[config.mk]
export PLATFORM = sky130hd
export DESIGN_NAME = game_controller_mp_flat
export DESIGN_NICKNAME = d
export VERILOG_FILES = /design/src/rtl/game_controller_mp_if.sv /design/src/rtl/game_controller_mp.sv /design/src/flat_wrapper.sv
export SDC_FILE = /design/constraint.sdc
export NUM_CORES = 1
export LEC_CHECK = 0
export ABC_AREA = 1
export BUFFER_PORTS_ARGS = -buffer_cell sky130_fd_sc_hd__buf_4
export CORE_AREA = 2 2 93 95
export CTS_CLUSTER_SIZE = 14
export DETAILED_ROUTE_END_ITERATION = 16
export DIE_AREA = 0 0 95 97
export GPL_ROUTABILITY_DRIVEN = 0
export PLACE_DENSITY = 0.78
export SLEW_MARGIN = 10
export SYNTH_ARGS = -nofsm -noshare
export SYNTH_HDL_FRONTEND = slang
export SYNTH_SLANG_ARGS = --single-unit
[constraint.sdc]
create_clock -name clk -period 6.5 [get_ports clk]
set_input_delay 0.325 -clock clk [delete_from_list [all_inputs] [get_ports clk]]
set_output_delay 0.325 -clock clk [all_outputs]
set_load 0.1 [all_outputs]
[src/rtl/game_controller_mp_if.sv]
// Signal bundle between the input decoders/timer and game_controller_mp.
// The controller takes the slave view; the driving side takes the master view.
interface game_controller_mp_if #(
    parameter int unsigned NUM_MODES = 4,
    parameter int unsigned SCORE_W   = 7,
    parameter int unsigned IDX_W     = 3,
    parameter int unsigned PID_W     = 3
);
    localparam int unsigned MODE_W = (NUM_MODES > 2) ? $clog2(NUM_MODES) : 1;

    logic               log_on;
    logic               pwd_pls;
    logic               start_pls;
    logic               load_pls;
    logic [PID_W-1:0]   pid_in;
    logic               is_guest_in;
    logic [IDX_W-1:0]   idx_in1;
    logic [IDX_W-1:0]   idx_in2;
    logic               ans_vld;
    logic               is_correct;
    logic               time_out;

    logic [2:0]         ctrl_sig;
    logic               log_out;
    logic [PID_W-1:0]   pid_out;
    logic               is_guest_out;
    logic [SCORE_W-1:0] score;
    logic [1:0]         strikes;
    logic [MODE_W-1:0]  lett_num;
    logic [3:0]         mode_disp;
    logic               scram_pls;
    logic               flip_pls;
    logic [IDX_W-1:0]   idx_out1;
    logic [IDX_W-1:0]   idx_out2;
    logic               timer_en;
    logic               timer_reconfig;
    logic [SCORE_W-1:0] best_score;
    logic               new_best;

    modport master (
        output log_on, pwd_pls, start_pls, load_pls, pid_in, is_guest_in,
               idx_in1, idx_in2, ans_vld, is_correct, time_out,
        input  ctrl_sig, log_out, pid_out, is_guest_out, score, strikes, lett_num,
               mode_disp, scram_pls, flip_pls, idx_out1, idx_out2, timer_en,
               timer_reconfig, best_score, new_best
    );

    modport slave (
        input  log_on, pwd_pls, start_pls, load_pls, pid_in, is_guest_in,
               idx_in1, idx_in2, ans_vld, is_correct, time_out,
        output ctrl_sig, log_out, pid_out, is_guest_out, score, strikes, lett_num,
               mode_disp, scram_pls, flip_pls, idx_out1, idx_out2, timer_en,
               timer_reconfig, best_score, new_best
    );
endinterface

[src/rtl/game_controller_mp.sv]
// Session sequencer for the word-scramble game: login, mode setup, timed play,
// game over, logout and leaderboard, with a per-mode best-score table.
module game_controller_mp #(
    parameter int unsigned NUM_MODES   = 4,
    parameter int unsigned SCORE_W     = 7,
    parameter int unsigned IDX_W       = 3,
    parameter int unsigned PID_W       = 3,
    parameter int unsigned MAX_STRIKES = 3,
    parameter int unsigned DISP_BASE   = 4
) (
    input logic                 clk,
    input logic                 rst,
    game_controller_mp_if.slave bus
);
    localparam int unsigned MODE_W = (NUM_MODES > 2) ? $clog2(NUM_MODES) : 1;
    localparam logic [MODE_W-1:0] LastMode = MODE_W'(NUM_MODES - 1);

    typedef enum logic [2:0] {
        StIdle   = 3'd0,
        StSetup  = 3'd1,
        StPlay   = 3'd2,
        StOver   = 3'd3,
        StBoard  = 3'd4,
        StLogout = 3'd5
    } state_e;

    state_e state_q, state_d;

    logic [MODE_W-1:0]  mode_q, mode_d, page_q, page_d, lett_num_q, lett_num_d;
    logic [SCORE_W-1:0] score_q, score_d, score_upd, best_score_q, best_score_d;
    logic [SCORE_W-1:0] best_q [NUM_MODES];
    logic [SCORE_W-1:0] best_d [NUM_MODES];
    logic [1:0]         strikes_q, strikes_d, strikes_upd;
    logic [IDX_W-1:0]   idx1_q, idx1_d, idx2_q, idx2_d;
    logic [PID_W-1:0]   pid_q, pid_d;
    logic [2:0]         ctrl_sig_q, ctrl_sig_d;
    logic [3:0]         mode_disp_q, mode_disp_d;
    logic guest_q, guest_d, new_best_q, new_best_d, scram_q, scram_d, flip_q, flip_d;
    logic log_out_q, log_out_d, timer_en_q, timer_en_d, timer_reconfig_q, timer_reconfig_d;
    logic play_end;

    // Answer accounting happens before the end test, so a final answer still counts.
    always_comb begin
        score_upd   = score_q;
        strikes_upd = strikes_q;
        if (bus.ans_vld && bus.is_correct && score_q != '1) score_upd = score_q + SCORE_W'(1);
        if (bus.ans_vld && !bus.is_correct && strikes_q != 2'd3) strikes_upd = strikes_q + 2'd1;
        play_end = bus.time_out || (MAX_STRIKES != 0 && 32'(strikes_upd) == MAX_STRIKES);
    end

    always_ff @(posedge clk) begin
        if (!rst) state_q <= StIdle;
        else      state_q <= state_d;
    end

    always_comb begin
        state_d = state_q;
        case (state_q)
            StIdle:   if (bus.log_on) state_d = StSetup;
            StSetup: begin
                if (bus.pwd_pls)                              state_d = StLogout;
                else if (bus.load_pls && mode_q == LastMode)  state_d = StBoard;
                else if (!bus.load_pls && bus.start_pls)      state_d = StPlay;
            end
            StPlay:   if (play_end) state_d = StOver;
            StOver:   if (bus.start_pls) state_d = StIdle;
            StLogout: state_d = StIdle;
            StBoard:  if (bus.load_pls) state_d = StIdle;
            default:  state_d = StIdle;
        endcase
    end

    always_comb begin
        mode_d     = mode_q;
        page_d     = page_q;
        score_d    = score_q;
        strikes_d  = strikes_q;
        new_best_d = new_best_q;
        lett_num_d = lett_num_q;
        idx1_d     = idx1_q;
        idx2_d     = idx2_q;
        pid_d      = pid_q;
        guest_d    = guest_q;
        best_d     = best_q;
        scram_d    = 1'b0;
        flip_d     = 1'b0;
        case (state_q)
            StIdle: mode_d = '0;
            StSetup: begin
                if (!bus.pwd_pls && bus.load_pls) begin
                    if (mode_q == LastMode) begin
                        mode_d = '0;
                        page_d = '0;
                    end else begin
                        mode_d = mode_q + MODE_W'(1);
                    end
                end else if (!bus.pwd_pls && bus.start_pls) begin
                    lett_num_d = mode_q;
                end
            end
            StPlay: begin
                scram_d    = bus.start_pls;
                flip_d     = bus.load_pls;
                idx1_d     = bus.idx_in1;
                idx2_d     = bus.idx_in2;
                lett_num_d = mode_q;
                score_d    = score_upd;
                strikes_d  = strikes_upd;
                if (play_end && !bus.is_guest_in && score_upd > best_q[mode_q]) begin
                    best_d[mode_q] = score_upd;
                    new_best_d     = 1'b1;
                end
            end
            StOver: begin
                pid_d   = bus.pid_in;
                guest_d = bus.is_guest_in;
            end
            StBoard: begin
                if (!bus.load_pls && bus.start_pls) begin
                    page_d = (page_q == LastMode) ? '0 : page_q + MODE_W'(1);
                end
            end
            default: ;
        endcase
        if (state_d == StSetup) begin
            score_d    = '0;
            strikes_d  = '0;
            new_best_d = 1'b0;
        end

        // Display-facing outputs follow the state being entered so they are registered.
        log_out_d        = (state_d == StLogout);
        timer_en_d       = (state_d == StPlay);
        timer_reconfig_d = (state_d == StIdle);
        best_score_d     = (state_d == StBoard) ? best_d[page_d] : best_d[mode_d];
        case (state_d)
            StSetup: begin ctrl_sig_d = 3'd1; mode_disp_d = 4'(mode_d) + 4'(DISP_BASE); end
            StPlay:  begin ctrl_sig_d = 3'd2; mode_disp_d = 4'(mode_d) + 4'(DISP_BASE); end
            StOver:  begin ctrl_sig_d = 3'd3; mode_disp_d = 4'(mode_d) + 4'(DISP_BASE); end
            StBoard: begin ctrl_sig_d = 3'd4; mode_disp_d = 4'(page_d); end
            default: begin ctrl_sig_d = 3'd0; mode_disp_d = 4'd0; end
        endcase
    end

    always_ff @(posedge clk) begin
        if (!rst) begin
            mode_q <= '0;  page_q <= '0;  lett_num_q <= '0;
            score_q <= '0; strikes_q <= '0; new_best_q <= 1'b0;
            idx1_q <= '0;  idx2_q <= '0;  pid_q <= '0;  guest_q <= 1'b0;
            scram_q <= 1'b0; flip_q <= 1'b0; log_out_q <= 1'b0;
            timer_en_q <= 1'b0; timer_reconfig_q <= 1'b1;
            ctrl_sig_q <= '0; mode_disp_q <= '0; best_score_q <= '0;
            for (int i = 0; i < int'(NUM_MODES); i++) best_q[i] <= '0;
        end else begin
            mode_q <= mode_d;  page_q <= page_d;  lett_num_q <= lett_num_d;
            score_q <= score_d; strikes_q <= strikes_d; new_best_q <= new_best_d;
            idx1_q <= idx1_d;  idx2_q <= idx2_d;  pid_q <= pid_d;  guest_q <= guest_d;
            scram_q <= scram_d; flip_q <= flip_d; log_out_q <= log_out_d;
            timer_en_q <= timer_en_d; timer_reconfig_q <= timer_reconfig_d;
            ctrl_sig_q <= ctrl_sig_d; mode_disp_q <= mode_disp_d; best_score_q <= best_score_d;
            best_q <= best_d;
        end
    end

    assign bus.ctrl_sig       = ctrl_sig_q;
    assign bus.log_out        = log_out_q;
    assign bus.pid_out        = pid_q;
    assign bus.is_guest_out   = guest_q;
    assign bus.score          = score_q;
    assign bus.strikes        = strikes_q;
    assign bus.lett_num       = lett_num_q;
    assign bus.mode_disp      = mode_disp_q;
    assign bus.scram_pls      = scram_q;
    assign bus.flip_pls       = flip_q;
    assign bus.idx_out1       = idx1_q;
    assign bus.idx_out2       = idx2_q;
    assign bus.timer_en       = timer_en_q;
    assign bus.timer_reconfig = timer_reconfig_q;
    assign bus.best_score     = best_score_q;
    assign bus.new_best       = new_best_q;
endmodule

[src/flat_wrapper.sv]
// flat-port wrapper written by rule: the top's interface ports become plain ports
module game_controller_mp_flat 
#(
    parameter int unsigned NUM_MODES   = 4,
    parameter int unsigned SCORE_W     = 7,
    parameter int unsigned IDX_W       = 3,
    parameter int unsigned PID_W       = 3,
    parameter int unsigned MAX_STRIKES = 3,
    parameter int unsigned DISP_BASE   = 4
)
  (clk, rst, bus_log_on, bus_pwd_pls, bus_start_pls, bus_load_pls, bus_pid_in, bus_is_guest_in, bus_idx_in1, bus_idx_in2, bus_ans_vld, bus_is_correct, bus_time_out, bus_ctrl_sig, bus_log_out, bus_pid_out, bus_is_guest_out, bus_score, bus_strikes, bus_lett_num, bus_mode_disp, bus_scram_pls, bus_flip_pls, bus_idx_out1, bus_idx_out2, bus_timer_en, bus_timer_reconfig, bus_best_score, bus_new_best);
  game_controller_mp_if #(.NUM_MODES(NUM_MODES), .SCORE_W(SCORE_W), .IDX_W(IDX_W), .PID_W(PID_W)) bus_i ();
  input logic clk;
  input logic rst;
  input wire logic [$bits(bus_i.log_on)-1:0] bus_log_on;
  input wire logic [$bits(bus_i.pwd_pls)-1:0] bus_pwd_pls;
  input wire logic [$bits(bus_i.start_pls)-1:0] bus_start_pls;
  input wire logic [$bits(bus_i.load_pls)-1:0] bus_load_pls;
  input wire logic [$bits(bus_i.pid_in)-1:0] bus_pid_in;
  input wire logic [$bits(bus_i.is_guest_in)-1:0] bus_is_guest_in;
  input wire logic [$bits(bus_i.idx_in1)-1:0] bus_idx_in1;
  input wire logic [$bits(bus_i.idx_in2)-1:0] bus_idx_in2;
  input wire logic [$bits(bus_i.ans_vld)-1:0] bus_ans_vld;
  input wire logic [$bits(bus_i.is_correct)-1:0] bus_is_correct;
  input wire logic [$bits(bus_i.time_out)-1:0] bus_time_out;
  output wire logic [$bits(bus_i.ctrl_sig)-1:0] bus_ctrl_sig;
  output wire logic [$bits(bus_i.log_out)-1:0] bus_log_out;
  output wire logic [$bits(bus_i.pid_out)-1:0] bus_pid_out;
  output wire logic [$bits(bus_i.is_guest_out)-1:0] bus_is_guest_out;
  output wire logic [$bits(bus_i.score)-1:0] bus_score;
  output wire logic [$bits(bus_i.strikes)-1:0] bus_strikes;
  output wire logic [$bits(bus_i.lett_num)-1:0] bus_lett_num;
  output wire logic [$bits(bus_i.mode_disp)-1:0] bus_mode_disp;
  output wire logic [$bits(bus_i.scram_pls)-1:0] bus_scram_pls;
  output wire logic [$bits(bus_i.flip_pls)-1:0] bus_flip_pls;
  output wire logic [$bits(bus_i.idx_out1)-1:0] bus_idx_out1;
  output wire logic [$bits(bus_i.idx_out2)-1:0] bus_idx_out2;
  output wire logic [$bits(bus_i.timer_en)-1:0] bus_timer_en;
  output wire logic [$bits(bus_i.timer_reconfig)-1:0] bus_timer_reconfig;
  output wire logic [$bits(bus_i.best_score)-1:0] bus_best_score;
  output wire logic [$bits(bus_i.new_best)-1:0] bus_new_best;
  assign bus_i.log_on = bus_log_on;
  assign bus_i.pwd_pls = bus_pwd_pls;
  assign bus_i.start_pls = bus_start_pls;
  assign bus_i.load_pls = bus_load_pls;
  assign bus_i.pid_in = bus_pid_in;
  assign bus_i.is_guest_in = bus_is_guest_in;
  assign bus_i.idx_in1 = bus_idx_in1;
  assign bus_i.idx_in2 = bus_idx_in2;
  assign bus_i.ans_vld = bus_ans_vld;
  assign bus_i.is_correct = bus_is_correct;
  assign bus_i.time_out = bus_time_out;
  assign bus_ctrl_sig = bus_i.ctrl_sig;
  assign bus_log_out = bus_i.log_out;
  assign bus_pid_out = bus_i.pid_out;
  assign bus_is_guest_out = bus_i.is_guest_out;
  assign bus_score = bus_i.score;
  assign bus_strikes = bus_i.strikes;
  assign bus_lett_num = bus_i.lett_num;
  assign bus_mode_disp = bus_i.mode_disp;
  assign bus_scram_pls = bus_i.scram_pls;
  assign bus_flip_pls = bus_i.flip_pls;
  assign bus_idx_out1 = bus_i.idx_out1;
  assign bus_idx_out2 = bus_i.idx_out2;
  assign bus_timer_en = bus_i.timer_en;
  assign bus_timer_reconfig = bus_i.timer_reconfig;
  assign bus_best_score = bus_i.best_score;
  assign bus_new_best = bus_i.new_best;
  game_controller_mp #(.NUM_MODES(NUM_MODES), .SCORE_W(SCORE_W), .IDX_W(IDX_W), .PID_W(PID_W), .MAX_STRIKES(MAX_STRIKES), .DISP_BASE(DISP_BASE)) u_core (.clk(clk), .rst(rst), .bus(bus_i));
endmodule
Word level (Yosys, flattened, before mapping)
Index checks and enable logic that the tools add are counted.

storage, ports and cells
  bits in latches = 0
  logic and storage cells = 115
  bits in read-only memories = 0
  output and inout bits = 41
  bits in writable memories = 0
  register bits after elaboration = 76
  input bits = 19
  memories = 0

cells by class
  muxes and demuxes = 38
  shift operators = 0
  div/mod/pow operators = 0
  $lt $le $gt $ge = 5
  $mul = 0
  bitwise gates (word level) = 4
  equal/unequal tests = 16
  add/subtract/negate cells = 5
  reduce and logical (&&, ||, !) cells = 24

operator list
  kind                                                             count
  7-bit 2-to-1 mux                                                 9
  28-bit 2-to-1 mux                                                2
  7-bit binary-select mux with 2-bit select                        3
  28-bit bitwise mux                                               1
  3-bit 2-to-1 mux                                                 7
  2-bit 2-to-1 mux                                                 9
  3-bit one-hot mux with 5 select lines                            1
  7-bit demux with 2-bit select                                    1
  3-bit by 2-bit == test with 1-bit output, second input constant  4
  2-bit one-hot mux with 2 select lines                            3
  3-bit one-hot mux with 4 select lines                            1
  1-bit logical AND                                                11
  3-bit == test, second input constant                             3
  3-bit greater-or-equal comparator, second input constant         3
  2-bit NOT with 3-bit output                                      3
  4-bit one-hot mux with 2 select lines                            1
  7-bit by 1-bit adder with 7-bit output, second input constant    1
  7-bit greater-than comparator                                    1
  7-bit != test, second input constant                             1
  2-bit by 1-bit adder with 2-bit output, second input constant    3
  2-bit == test, second input constant                             3
  3-bit by 1-bit == test with 1-bit output, second input constant  2
  3-bit zero test                                                  2
  2-bit by 3-bit adder with 4-bit output, second input constant    1
  11 further kinds                                                 16

Depth between registers and ports, before layout
Gate-level depths: netlist of the first run.

  word-level depth = 14
  gate-level depth with buffers = 22
  gate-level depth less buffers = 21

Worst setup path before layout of the first run
OpenSTA, ideal clock, no wires.

  path type = reg-to-reg
  start point = register u_core.score_q[0], in the netlist u_core.bus.score[0]
  end point = register u_core.best_score_q[5], in the netlist u_core.bus.best_score[5]
  setup time = 112 ps
  arrival time = 3558 ps
  setup slack = 2830 ps
  data required time = 6388 ps
  clock period less this slack = 3670 ps
  stages on the path, launching flop included = 22
  path buffers = 1
  cells stage by stage = dfxtp_1 -> ha_1 -> nand2_1 -> nor2_1 -> nand2_1 -> nand2_2 -> nand2_1 -> o21ai_1 -> ha_1 -> nand2_1 -> nor2_1 -> nand2_1 -> nand2_1 -> a21oi_1 -> buf_2 -> nand3_2 -> nand2_1 -> nand3_1 -> nand3_1 -> nand2_1 -> nand2_1 -> nand2_1

on the way
  longest elaborated chain between the ends = 11
  elaborated cells on any way between the ends = 16
  those cells by class = add/sub (1); order compare (1); eq/ne (1); mux (11); reduce/logical (2)

ends and longest elaborated chain
  element                                                                                         RTL line                   RTL
  from (decl)                                                                                     game_controller_mp.sv:30   logic [SCORE_W-1:0] score_q, score_d, score_upd, best_score_q, best_score_d;
  from (signal assigned)                                                                          game_controller_mp.sv:156  score_q <= score_d; strikes_q <= strikes_d; new_best_q <= new_best_d;
  parallel branches: the longest is 2 deep, another holds 7-bit by 1-bit adder with 7-bit output  --
  7-bit 2-to-1 mux *                                                                              game_controller_mp.sv:46   if (bus.ans_vld && bus.is_correct && score_q != '1) score_upd = score_q + SCORE_W'(1);
  net u_core.score_upd[2]                                                                         game_controller_mp.sv:30
  7-bit greater-than comparator *                                                                 game_controller_mp.sv:109  if (play_end && !bus.is_guest_in && score_upd > best_q[mode_q]) begin
  1-bit logical AND *                                                                             game_controller_mp.sv:109
  28-bit 2-to-1 mux *                                                                             game_controller_mp.sv:109
  28-bit 2-to-1 mux *                                                                             game_controller_mp.sv:87   case (state_q)
  7-bit binary-select mux with 2-bit select                                                       game_controller_mp.sv:135  best_score_d = (state_d == StBoard) ? best_d[page_d] : best_d[mode_d];
  7-bit 2-to-1 mux (not written as such) (2 in a row)                                             game_controller_mp.sv:135
  7-bit 2-to-1 mux *                                                                              game_controller_mp.sv:135
  to (signal assigned)                                                                            game_controller_mp.sv:160  ctrl_sig_q <= ctrl_sig_d; mode_disp_q <= mode_disp_d; best_score_q <= best_score_d;
  to (decl)                                                                                       game_controller_mp.sv:30

Mark *: on every way through the listed nets, which the timed path passes. The select of a mux whose other input is x is not followed.
A chain may end at the register's enable or synchronous reset.

Final worst setup path of the first run
  start point = register u_core.mode_q[0]
  end point = register u_core.best_score_q[2], in the netlist u_core.bus.best_score[2]

on the way
  longest elaborated chain between the ends = 12
  elaborated cells on any way between the ends = 36
  those cells by class = add/sub (1); order compare (3); eq/ne (2); mux (24); bitwise (3); reduce/logical (3)

ends and longest elaborated chain
  element                                                                                RTL line                                              RTL
  from (decl)                                                                            game_controller_mp.sv:29                              logic [MODE_W-1:0] mode_q, mode_d, page_q, page_d, lett_num_q, lett_num_d;
  from (signal assigned)                                                                 game_controller_mp.sv:155                             mode_q <= mode_d; page_q <= page_d; lett_num_q <= lett_num_d;
  2-bit NOT with 3-bit output (not written as such)                                      game_controller_mp.sv:109, game_controller_mp.sv:110
  7-bit binary-select mux with 2-bit select, or another cell as far along                game_controller_mp.sv:109
  7-bit 2-to-1 mux (not written as such) / 1-bit logical AND (equally long branches)     game_controller_mp.sv:109, game_controller_mp.sv:110
  7-bit 2-to-1 mux (on tied branches)                                                    game_controller_mp.sv:109, game_controller_mp.sv:110
  7-bit greater-than comparator / 7-bit demux with 2-bit select (equally long branches)  game_controller_mp.sv:109, game_controller_mp.sv:110
  1-bit logical AND / 28-bit bitwise mux (equally long branches)                         game_controller_mp.sv:109, game_controller_mp.sv:110
  28-bit 2-to-1 mux                                                                      game_controller_mp.sv:109
  28-bit 2-to-1 mux                                                                      game_controller_mp.sv:87
  7-bit binary-select mux with 2-bit select                                              game_controller_mp.sv:135
  7-bit 2-to-1 mux (not written as such) (2 in a row)                                    game_controller_mp.sv:135
  7-bit 2-to-1 mux *                                                                     game_controller_mp.sv:135

Every way passes the cells marked *; elsewhere a longest branch is shown, timed or not. The select of a mux whose other input is x is not followed.

==> summary.log, run 1 <==
[route] starting DRC count in detailed routing 413
[hold_path] Min-Delay Endpoint u_core.bus.idx_out2[0]
[synthesis] number of synthesized flops with an enable pin 0
[critical_path] slowest stage cell on the critical path dfxtp_1
[global_route] number of antenna violations at the first check in global routing 0
[sta] final number of max-transition violations 0
[die] die area 0.00922 sq mm
[critical_path] cell-by-cell listing of the critical path clkinv_1 > nand2_1 > a32o_1 > ha_1 > nand2_1 > nor2_1 > nand2_1 > nand2_1 > a21oi_2 > buf_4 > nand3_1 > nand2_1 > nand3_1 > nand3_1 > nand2_1 > nand2_1 > nand2_1
[die] core region area 0.00813 sq mm
[die] ports placed on the boundary 60
[route] routed wire length per instance 15.5 um
[critical_path] largest fanout on the critical path 19
[sta] Worst Clk Skew 0.0137 ns
[synthesis] share of synthesized flip-flops with an asynchronous set or reset 0
[clocking] number of clock sinks 75
[synthesis] post-synthesis instance total 585
[final_layout] n_diodes 0
[clocking] buffers inserted by post-CTS timing repair 0
[clocking] H-tree Lvls 3
[critical_path] Register-to-Register Path Depth 17
[route] # DRC 0
[critical_path] maximum single-stage delay on the critical path 0.69 ns
[global_route] global-route wire length before repair 19000 um
[sta] Min Hold Slack 0.182 ns
[synthesis] most frequently used flop master after synthesis dfxtp_1
[critical_path] slack of the worst reg-to-reg path 2.38 ns
[run] Max-cap violations 0
[clocking] clk buf depth 2
[sta] final worst path period need 4.12 ns
[sta] RSZ-0062 raised after global routing false
[place] sum of net half-perimeters after detailed placement 7970 um
[critical_path] Worst Setup Start Kind register
[sta] maximum clock rate 243 MHz
[sta] Final Hold Fails 0
[critical_path] reg-to-reg critical path endpoint u_core.bus.best_score[2]
[die] Row Count 33
[clocking] count of instances resized after the clock tree is built 0
[power_and_ir_drop] total leakage power 2.08 nW
[place] count of input and output buffers 58
[hold_path] Hold Crit Class input pin to register
[die] effective utilization at floorplan 0.497
[critical_path] launch point of the worst reg-to-reg path u_core.mode_q[0]
[clocking] number of buffers added to fix hold violations after cts 0
[clocking] Clock Root Buffer clkbuf_8
[route] number of optimization iterations in the first detailed-route pass 5
[sta] post-layout worst setup margin 2.38 ns
[final_layout] Layout Nets 662
[critical_path] Critical Path RT 6.76 ns
[die] die outline height 97 um
[critical_path] Worst path most repeated cell nand2_1
[route] Vias per Instance 5.83
[hold_path] HP Start bus_idx_in2[0]
[synthesis] register bit count reported by yosys 75
[critical_path] endpoint arrival time on the critical path 4.38 ns
[critical_path] Largest delay share family, worst path simple AND/OR/NAND/NOR gates
[power_and_ir_drop] Max rail drop VDD 142 uV
[run_status] run status completed
[global_route] total overflow reported by the global router 0
[critical_path] number of buffers and inverters on the critical path 2
[sta] relative max-transition margin 0.435
[hold_path] cell count of the worst hold path 3
[place] worst setup slack after placement 2.57 ns
[route] residual antenna-violating net count after detailed routing 0
[synthesis] Netlist Area Pre-Place 0.00404 sq mm
[sta] # setup viols final 0
[global_route] number of global-route vias before repair 4007
[power_and_ir_drop] final total power 1.05 mW
[die] Die Width 95 um
[synthesis] post-synth net total 618
[synthesis] number of distinct standard cells referenced by the synthesized netlist 38
[sta] transition time at the pin with the least slew margin 0.848 ns
[clocking] clock tree from TritonCTS done
[power_and_ir_drop] Cell Pwr Density 222 mW/mm^2
[global_route] largest net degree at the start of global routing 39
[synthesis] Mean Syn Cell Area 6.90 sq um
[clocking] Clock Pin Slew Worst Setup and Hold Paths 0.09 ns
[synthesis] sequential-to-total area share from yosys stat 0.372
[clocking] worst skew pair latency 0.37 ns
[critical_path] Crit path depth 17
[global_route] global router's overall resource usage 0.260
[final_layout] Layout area overhead 17.0%
[clocking] CTS buffer count 9
[route] Post-Route WL 11500 um
[critical_path] Critical Path Sink Type register
[sta] final worst path period share 0.633
[route] via count 4307
[sta] setup TNS 0 ns
[critical_path] crit path kind register to register
[final_layout] fraction of layout cells with a size suffix above 1 0.172
[synthesis] warnings from Yosys 0
-- cells in the mapped netlist, types with 2 or more instances --
cell type | n | share of area
a21oi_1 | 48 | 0.059
a211oi_1 | 4 | 0.0074
nor2_4 | 2 | 0.0056
inv_1 | 25 | 0.023
nand2_1 | 136 | 0.13
clkbuf_2 | 3 | 0.0037
clkbuf_1 | 12 | 0.011
o22ai_2 | 2 | 0.0062
clkinv_1 | 3 | 0.0028
nand2_2 | 2 | 0.0031
inv_2 | 15 | 0.014
o31ai_1 | 2 | 0.0037
nand4_1 | 33 | 0.051
nor2_1 | 51 | 0.047
o21ai_0 | 14 | 0.017
buf_2 | 10 | 0.012
dfxtp_1 | 75 | 0.37
ha_1 | 14 | 0.043
o21ai_1 | 5 | 0.0062
nor3_1 | 5 | 0.0062
nand3_1 | 99 | 0.12
a32o_1 | 6 | 0.015
nor2_2 | 3 | 0.0046
nand3_2 | 2 | 0.0050
-- routing by layer --
metal / global-route usage / wire [um] / up-vias
li1: - / - / 2084
met1: 0.334 / 4660 / 1968
met2: 0.413 / 5550 / 222
met3: 0.0685 / 949 / 33
met4: 0.101 / 323 / 0
met5: 0 / 0 / -
-- worst max-delay path by stage --
stage / from / to / slack (ns)
global route: u_core.bus.score[0] / u_core.bus.best_score[1] / 2.05
CTS: u_core.mode_q[0] / u_core.bus.best_score[2] / 2.55
global placement: u_core.mode_q[0] / u_core.bus.best_score[5] / 2.65
finish: u_core.mode_q[0] / u_core.bus.best_score[2] / 2.38
detailed placement: u_core.mode_q[0] / u_core.bus.best_score[2] / 2.57
floorplan: u_core.bus.score[0] / u_core.bus.best_score[5] / 2.83
-- cell families (layout without fill, tap and decap cells) --
family                   Yosys count  after routing  share of synthesized area
flip-flops                        75             75                      0.372
other                              1              1                   0.000928
buffers and inverters             70            119                     0.0719
adder cells (fa/ha/maj)           14             14                     0.0434
AND/OR/NAND/NOR                  339            339                      0.387
AO/OA/AOI/OAI                     84             84                      0.121
XOR/XNOR                           2              2                    0.00434
-- flip-flops by register name, summed over array words and instances (netlist names), 2 cells and up --
register / flops
u_core.best_q: 28
u_core.page_q: 2
u_core.bus.idx_out1: 3
u_core.bus.idx_out2: 3
u_core.bus.best_score: 7
u_core.bus.score: 7
u_core.bus.ctrl_sig: 3
u_core.mode_q: 2
u_core.bus.pid_out: 3
u_core.bus.mode_disp: 3
u_core.bus.lett_num: 2
u_core.bus.strikes: 2
u_core.state_q: 3
-- report_power, final --
group | switching [mW] | internal [mW] | leakage [nW]
Combinational | 0.118 | 0.0375 | 1.36
Sequential | 0.00618 | 0.468 | 0.606
Clock | 0.189 | 0.231 | 0.114
Total | 0.314 | 0.736 | 2.08
-- cells in the final DEF, fill, tap and decap left out, drive strengths merged, types with 3 or more instances in the layout --
cell and instances:
nand4 33, a32o 6, inv 43, buf 60, a21oi 49, nand3 101
nor3 7, a211oi 4, clkinv 3, nand2 138, o22ai 3, dfxtp 75
nor2 56, o21ai 20, clkbuf 10, ha 14
-- metrics by stage --
stage               cell area, sq um   util  cells
global placement                4500  0.553    723
floorplan                       4040      -    585
finish                          4730  0.581    739
global route                    4730  0.581    739
detailed placement              4500  0.553    723
CTS                             4730  0.581    739
-- worst min-delay path: cells and delay by family --
family                 cells  cell delay, ns
buffers and inverters      1            0.08
AND/OR/NAND/NOR            2            0.11
-- area by class of cell --
class / instances / area [sq um]
Timing Repair Buffer: 60 / 450
Fill cell: 750 / 3410
Sequential cell: 75 / 1500
Multi-Input combinational cell: 440 / 2250
Clock buffer: 10 / 138
Inverter: 43 / 161
Tap cell: 105 / 131
Clock inverter: 6 / 93.8
Note: power is estimated with default switching activity, not from simulation.
==> inputs of run 2 (changes only) <==
--- a/config.mk
+++ b/config.mk
@@ -12,7 +12,7 @@
 export DETAILED_ROUTE_END_ITERATION = 16
 export DIE_AREA = 0 0 95 97
 export GPL_ROUTABILITY_DRIVEN = 0
-export PLACE_DENSITY = 0.78
+export PLACE_DENSITY = 0.8
 export SLEW_MARGIN = 10
 export SYNTH_ARGS = -nofsm -noshare
 export SYNTH_HDL_FRONTEND = slang
==> constraint.sdc (replaced) <==
create_clock -name clk -period 3.6 [get_ports clk]
set_input_delay 0.18 -clock clk [delete_from_list [all_inputs] [get_ports clk]]
set_output_delay 0.18 -clock clk [all_outputs]
set_load 0.1 [all_outputs]
==> run 2 against run 1 <==
Clock-buffer cell count grew 1. Clock skew grew 0.0052 ns. Fmax grew 28%. Clock power grew 43%. Final cell count grew 1.1%. Routed wire length grew 5.7%. Die area is the same. Register-to-register slack lost 2.0 ns. Global-route usage grew 0.92 points. Largest power group unchanged. Highest routed layer unchanged.
==> summary.log, run 2 (same netlist as run 1, synthesis figures left out) <==
[critical_path] launch point of the worst reg-to-reg path u_core.mode_q[0] [unchanged]
[critical_path] crit path kind register to register [unchanged]
[route] Vias per Instance 5.93 [was 5.83]
[final_layout] Layout area overhead 17.8% [was 17.0%]
[die] ports placed on the boundary 60 [unchanged]
[route] number of optimization iterations in the first detailed-route pass 7 [was 5]
[final_layout] max reg flops 28 [unchanged]
[global_route] global-route wire length before repair 19900 um [was 19000 um]
[power_and_ir_drop] Cell Pwr Density 368 mW/mm^2 [was 222 mW/mm^2]
[critical_path] Critical Path RT 3.85 ns [was 6.76 ns]
[sta] maximum clock rate 311 MHz [was 243 MHz]
[critical_path] endpoint arrival time on the critical path 3.46 ns [was 4.38 ns]
[route] residual antenna-violating net count after detailed routing 0 [unchanged]
[sta] Worst Clk Skew 0.0189 ns [was 0.0137 ns]
[clocking] Clock Pin Slew Worst Setup and Hold Paths 0.08 ns [was 0.09 ns]
[die] Die Width 95 um [unchanged]
[critical_path] Worst Setup Start Kind register [unchanged]
[place] count of input and output buffers 58 [unchanged]
[final_layout] Largest Register u_core.best_q [unchanged]
[final_layout] fraction of layout cells with a size suffix above 1 0.188 [was 0.172]
[route] # DRC 0 [unchanged]
[critical_path] slack of the worst reg-to-reg path 0.38 ns [was 2.38 ns]
[route] routed wire length per instance 16.3 um [was 15.5 um]
[die] die outline height 97 um [unchanged]
[global_route] number of antenna violations at the first check in global routing 0 [unchanged]
[route] starting DRC count in detailed routing 552 [was 413]
[clocking] clk buf depth 2 [unchanged]
[die] effective utilization at floorplan 0.497 [unchanged]
[power_and_ir_drop] Max rail drop VDD 330 uV [was 142 uV]
[global_route] number of global-route vias before repair 4239 [was 4007]
[final_layout] most frequent standard cell in the layout excluding fill and tap cells nand2_1 [unchanged]
[route] Post-Route WL 12100 um [was 11500 um]
[sta] transition time at the pin with the least slew margin 0.811 ns [was 0.848 ns]
[place] sum of net half-perimeters after detailed placement 8180 um [was 7970 um]
[clocking] worst skew pair latency 0.35 ns [was 0.37 ns]
[critical_path] largest fanout on the critical path 18 [was 19]
[hold_path] HP Start bus_idx_in2[0] [unchanged]
[clocking] number of clock sinks 75 [unchanged]
[clocking] clock tree from TritonCTS done [unchanged]
[die] core region area 0.00813 sq mm [unchanged]
[die] Row Count 33 [unchanged]
[sta] Final Hold Fails 0 [unchanged]
[final_layout] commonest cells after routing, fill and taps aside nand2_1 (136), nand3_1 (96), dfxtp_1 (73) [was nand2_1 (136), nand3_1 (99), dfxtp_1 (75)]
[power_and_ir_drop] total leakage power 2.10 nW [was 2.08 nW]
[hold_path] Min-Delay Endpoint u_core.bus.idx_out2[0] [unchanged]
[sta] # setup viols final 0 [unchanged]
[power_and_ir_drop] final total power 1.75 mW [was 1.05 mW]
[hold_path] cell count of the worst hold path 3 [unchanged]
[hold_path] Hold Crit Class input pin to register [unchanged]
[clocking] CTS buffer count 9 [unchanged]
[sta] final worst path period need 3.22 ns [was 4.12 ns]
[global_route] largest net degree at the start of global routing 35 [was 39]
[critical_path] Critical Path Sink Type register [unchanged]
[sta] relative max-transition margin 0.456 [was 0.435]
[sta] setup TNS 0 ns [unchanged]
[sta] final number of max-transition violations 0 [unchanged]
[route] via count 4432 [was 4307]
[global_route] global router's overall resource usage 0.269 [was 0.260]
[clocking] Clock Root Buffer clkbuf_8 [unchanged]
[run] Max-cap violations 0 [unchanged]
[final_layout] Layout Nets 670 [was 662]
[critical_path] Register-to-Register Path Depth 17 [unchanged]
[die] die area 0.00922 sq mm [unchanged]
[run_status] run status completed [unchanged]
[sta] RSZ-0062 raised after global routing false [unchanged]
[final_layout] Finished Layout Cells 747 [was 739]
[clocking] buffers inserted by post-CTS timing repair 0 [unchanged]
[place] number of cells after detailed placement 731 [was 723]
[global_route] total overflow reported by the global router 0 [unchanged]
[critical_path] reg-to-reg critical path endpoint u_core.bus.best_score[1] [was u_core.bus.best_score[2]]
[clocking] H-tree Lvls 3 [unchanged]
[sta] final worst path period share 0.893 [was 0.633]
[final_layout] n_diodes 0 [unchanged]
==> run 2: what timing repair did <==
item,4_1_cts,5_1_grt
gates resized for setup,0,4
hold buffers,0,0
endpoints found under the setup margin,0,7
==> run 2: worst max-delay path by stage <==
stage,from,to,slack (ns),cells after the start
2_1_floorplan,u_core.bus.score[3],u_core.bus.best_score[5],0.17,20
3_3_place_gp,u_core.mode_q[0],u_core.bus.best_score[5],0.41,17
3_5_place_dp,u_core.mode_q[0],u_core.bus.best_score[4],0.37,17
4_1_cts,u_core.mode_q[0],u_core.bus.best_score[0],0.35,17
5_1_grt,u_core.bus.score[0],u_core.bus.best_score[6],0.08,21
6_report,u_core.mode_q[0],u_core.bus.best_score[1],0.38,17
==> run 2: layer usage <==
metal  vias to the layer above  share of wire  global-route usage
li1                       2103              -                   -
met1                      2015           0.40               0.341
met2                       253           0.46               0.431
met3                        61          0.095              0.0530
met4                         0          0.045               0.135
met5                         -              0                   0
==> run 2: layout make-up <==
type | count | area (sq um)
Clock inverter | 5 | 35.0
Inverter | 43 | 161
Tap cell | 105 | 131
Sequential cell | 75 | 1500
Multi-Input combinational cell | 440 | 2270
Timing Repair Buffer | 68 | 510
Fill cell | 723 | 3380
Clock buffer | 11 | 141
==> run 2: metrics by stage <==
stage | worst slack [ns] | util | instance area [sq um] | hold slack, ns
after floorplan | 0.167 | - | 4040 | 0.315
after global placement | 0.410 | 0.560 | 4560 | 0.401
after detailed placement | 0.374 | 0.560 | 4560 | 0.411
after CTS | 0.348 | 0.582 | 4730 | 0.0506
after global routing | 0.0818 | 0.585 | 4760 | 0.0643
final | 0.385 | 0.585 | 4760 | 0.0628
==> run 2: power breakdown <==
group          switching (mW)  leakage [nW]  internal, mW  total, mW
Sequential             0.0123         0.607         0.844      0.856
Combinational           0.218          1.41        0.0719      0.290
Clock                   0.330        0.0901         0.272      0.602
Total                   0.560          2.10          1.19       1.75
==> run 2: critical path, stage by stage, from the launching register on <==
cell,delay (ns)
dfxtp_1,0.84
clkinv_1,0.14
buf_4,0.24
nand2_1,0.09
a32o_1,0.20
ha_1,0.24
nand2_1,0.08
nor2_1,0.06
nand2_1,0.05
nand2_1,0.07
a21oi_4,0.22
nand3_2,0.27
nand2_1,0.20
nand3_1,0.11
nand3_1,0.11
nand2_1,0.06
nand2_1,0.06
nand2_1,0.05
==> inputs of run 3 (changes only) <==
--- a/config.mk
+++ b/config.mk
@@ -7,12 +7,12 @@
 export LEC_CHECK = 0
 export ABC_AREA = 1
 export BUFFER_PORTS_ARGS = -buffer_cell sky130_fd_sc_hd__buf_4
-export CORE_AREA = 2 2 93 95
+export CORE_AREA = 2 2 118 120
 export CTS_CLUSTER_SIZE = 14
 export DETAILED_ROUTE_END_ITERATION = 16
-export DIE_AREA = 0 0 95 97
+export DIE_AREA = 0 0 120 122
 export GPL_ROUTABILITY_DRIVEN = 0
-export PLACE_DENSITY = 0.8
+export PLACE_DENSITY = 0.56
 export SLEW_MARGIN = 10
 export SYNTH_ARGS = -nofsm -noshare
 export SYNTH_HDL_FRONTEND = slang
==> run 3 against run 2 <==
Global-route usage down 8.6 points. Clock power grew 51%. Via count shrank 4.2%. Register-to-register slack improved by 0.05 ns. Worst setup slack improved by 0.054 ns. Sequential cell count did not move. Cell area up 5.4%. Combinational power about the same. Non-clock buffer count grew 9. Fmax rose by 1.7%. Clock skew fell by 0.011 ns.
==> summary.log, run 3 (same netlist as run 1, synthesis figures left out) <==
[sta] Min Hold Slack 0.0645 ns [was 0.0628 ns]
[clocking] H-tree Lvls 3 [unchanged]
[clocking] worst skew pair latency 0.34 ns [was 0.35 ns]
[final_layout] final std cell area, no fill 0.00501 sq mm [was 0.00476 sq mm]
[critical_path] maximum single-stage delay on the critical path 0.37 ns [was 0.84 ns]
[run] Max-cap violations 0 [unchanged]
[route] number of optimization iterations in the first detailed-route pass 5 [was 7]
[clocking] clk buf depth 2 [unchanged]
[power_and_ir_drop] total leakage power 2.20 nW [was 2.10 nW]
[clocking] CTS buffer count 9 [unchanged]
[die] Die Width 120 um [was 95 um]
[sta] maximum clock rate 316 MHz [was 311 MHz]
[hold_path] Hold Crit Class input pin to register [unchanged]
[final_layout] post-layout utilization of the core 0.371 [was 0.585]
[critical_path] Worst path most repeated cell nand2_1 [unchanged]
[route] via count 4247 [was 4432]
[sta] setup TNS 0 ns [unchanged]
[route] # DRC 0 [unchanged]
[final_layout] Layout area overhead 24.2% [was 17.8%]
[sta] RSZ-0062 raised after global routing false [unchanged]
[clocking] Clock Pin Slew Worst Setup and Hold Paths 0.06 ns [was 0.08 ns]
[sta] # setup viols final 0 [unchanged]
[power_and_ir_drop] Max rail drop VDD 250 uV [was 330 uV]
[place] cell area after placement 0.00472 sq mm [was 0.00456 sq mm]
[place] sum of net half-perimeters after detailed placement 8980 um [was 8180 um]
[final_layout] Finished Layout Cells 831 [was 747]
[die] effective utilization at floorplan 0.299 [was 0.497]
[final_layout] Layout Nets 679 [was 670]
[clocking] number of clock sinks 75 [unchanged]
[die] ports placed on the boundary 60 [unchanged]
[clocking] number of buffers added to fix hold violations after cts 0 [unchanged]
[die] die area 0.0146 sq mm [was 0.00922 sq mm]
[die] die outline height 122 um [was 97 um]
[global_route] number of global-route vias before repair 4161 [was 4239]
[final_layout] n_diodes 0 [unchanged]
[die] Row Count 43 [was 33]
[clocking] count of instances resized after the clock tree is built 0 [unchanged]
[final_layout] max reg flops 28 [unchanged]
[die] core region area 0.0135 sq mm [was 0.00813 sq mm]
[critical_path] crit path kind register to register [unchanged]
[place] count of input and output buffers 58 [unchanged]
[power_and_ir_drop] Cell Pwr Density 410 mW/mm^2 [was 368 mW/mm^2]
[final_layout] fillers 1432 [was 723]
[sta] relative max-transition margin 0.457 [was 0.456]
[clocking] clock tree from TritonCTS done [unchanged]
[sta] final worst path period share 0.878 [was 0.893]
[sta] post-layout worst setup margin 0.439 ns [was 0.385 ns]
[sta] transition time at the pin with the least slew margin 0.809 ns [was 0.811 ns]
[critical_path] Worst Setup Start Kind register [unchanged]
[route] Vias per Instance 5.11 [was 5.93]
[critical_path] number of buffers and inverters on the critical path 1 [was 2]
[final_layout] most frequent standard cell in the layout excluding fill and tap cells nand2_1 [unchanged]
[sta] final worst path period need 3.16 ns [was 3.22 ns]
[global_route] number of antenna violations at the first check in global routing 0 [unchanged]
[critical_path] Critical Path RT 3.82 ns [was 3.85 ns]
[place] worst setup slack after placement 0.492 ns [was 0.374 ns]
[global_route] global-route wire length before repair 20900 um [was 19900 um]
[power_and_ir_drop] final total power 2.05 mW [was 1.75 mW]
[critical_path] cell-by-cell listing of the critical path ha_1 > nand2_1 > nor2_1 > nand2_1 > nand2_2 > inv_1 > nand2_1 > nand2_1 > ha_1 > nand2_1 > nor2_1 > nand2_1 > nand2_1 > a21oi_2 > nand3_1 > nand2_1 > nand3_1 > nand3_1 > nand2_1 > nand2_1 > nand2_1 [was clkinv_1 > buf_4 > nand2_1 > a32o_1 > ha_1 > nand2_1 > nor2_1 > nand2_1 > nand2_1 > a21oi_4 > nand3_2 > nand2_1 > nand3_1 > nand3_1 > nand2_1 > nand2_1 > nand2_1]
[critical_path] endpoint arrival time on the critical path 3.38 ns [was 3.46 ns]
[global_route] global router's overall resource usage 0.183 [was 0.269]
[global_route] largest net degree at the start of global routing 31 [was 35]
[sta] Final Hold Fails 0 [unchanged]
[global_route] total overflow reported by the global router 0 [unchanged]
[critical_path] Largest delay share family, worst path simple AND/OR/NAND/NOR gates [unchanged]
[clocking] Clock Root Buffer clkbuf_16 [was clkbuf_8]
[clocking] buffers inserted by post-CTS timing repair 0 [unchanged]
[critical_path] Critical Path Sink Type register [unchanged]
[route] Post-Route WL 12900 um [was 12100 um]
[sta] final number of max-transition violations 0 [unchanged]
[route] residual antenna-violating net count after detailed routing 0 [unchanged]
[place] number of cells after detailed placement 815 [was 731]
[run_status] run status completed [unchanged]
[sta] Worst Clk Skew 0.00761 ns [was 0.0189 ns]
[final_layout] fraction of layout cells with a size suffix above 1 0.195 [was 0.188]
[critical_path] largest fanout on the critical path 7 [was 18]
[final_layout] commonest cells after routing, fill and taps aside nand2_1 (136), nand3_1 (99), buf_4 (77) [was nand2_1 (136), nand3_1 (96), dfxtp_1 (73)]
[route] routed wire length per instance 15.5 um [was 16.3 um]
[final_layout] Largest Register u_core.best_q [unchanged]
[route] starting DRC count in detailed routing 475 [was 552]
[critical_path] slowest stage cell on the critical path dfxtp_2 [was dfxtp_1]
[run 3: final timing paths]
check	start	end	slack (ns)	cells past startpoint
max	u_core.bus.score[0]	u_core.bus.best_score[6]	0.44	21
max reg2reg	u_core.bus.score[0]	u_core.bus.best_score[6]	0.44	21
min reg2reg	u_core.bus.new_best	u_core.bus.new_best	0.48	2
min	bus_idx_in2[0]	u_core.bus.idx_out2[0]	0.06	3
[run 3: power breakdown]
part	internal, mW	total (mW)	switching, mW
sequential	0.845	0.856	0.0102
combinational	0.0724	0.290	0.218
clock	0.552	0.908	0.356
[run 3: area by class of cell]
class,count,area [sq um],share of cell area
Tap cell,180,225,0.0449
Clock inverter,5,52.6,0.0105
Timing Repair Buffer,77,578,0.115
Sequential cell,75,1500,0.300
Clock buffer,11,243,0.0484
Inverter,43,161,0.0322
Multi-Input combinational cell,440,2250,0.449
[run 3: per-layer routing]
layer	wire length, um	GRT usage	up-vias
li1	-	-	2122
met1	5610	0.230	1935
met2	6160	0.304	168
met3	839	0.0435	22
met4	280	0.0699	0
met5	0	0	-
[run 3: tightest hold or removal path: cells and delay by family]
kind	cells	cell delay [ns]
and+or+nand+nor	2	0.11
buffers and inverters	1	0.08
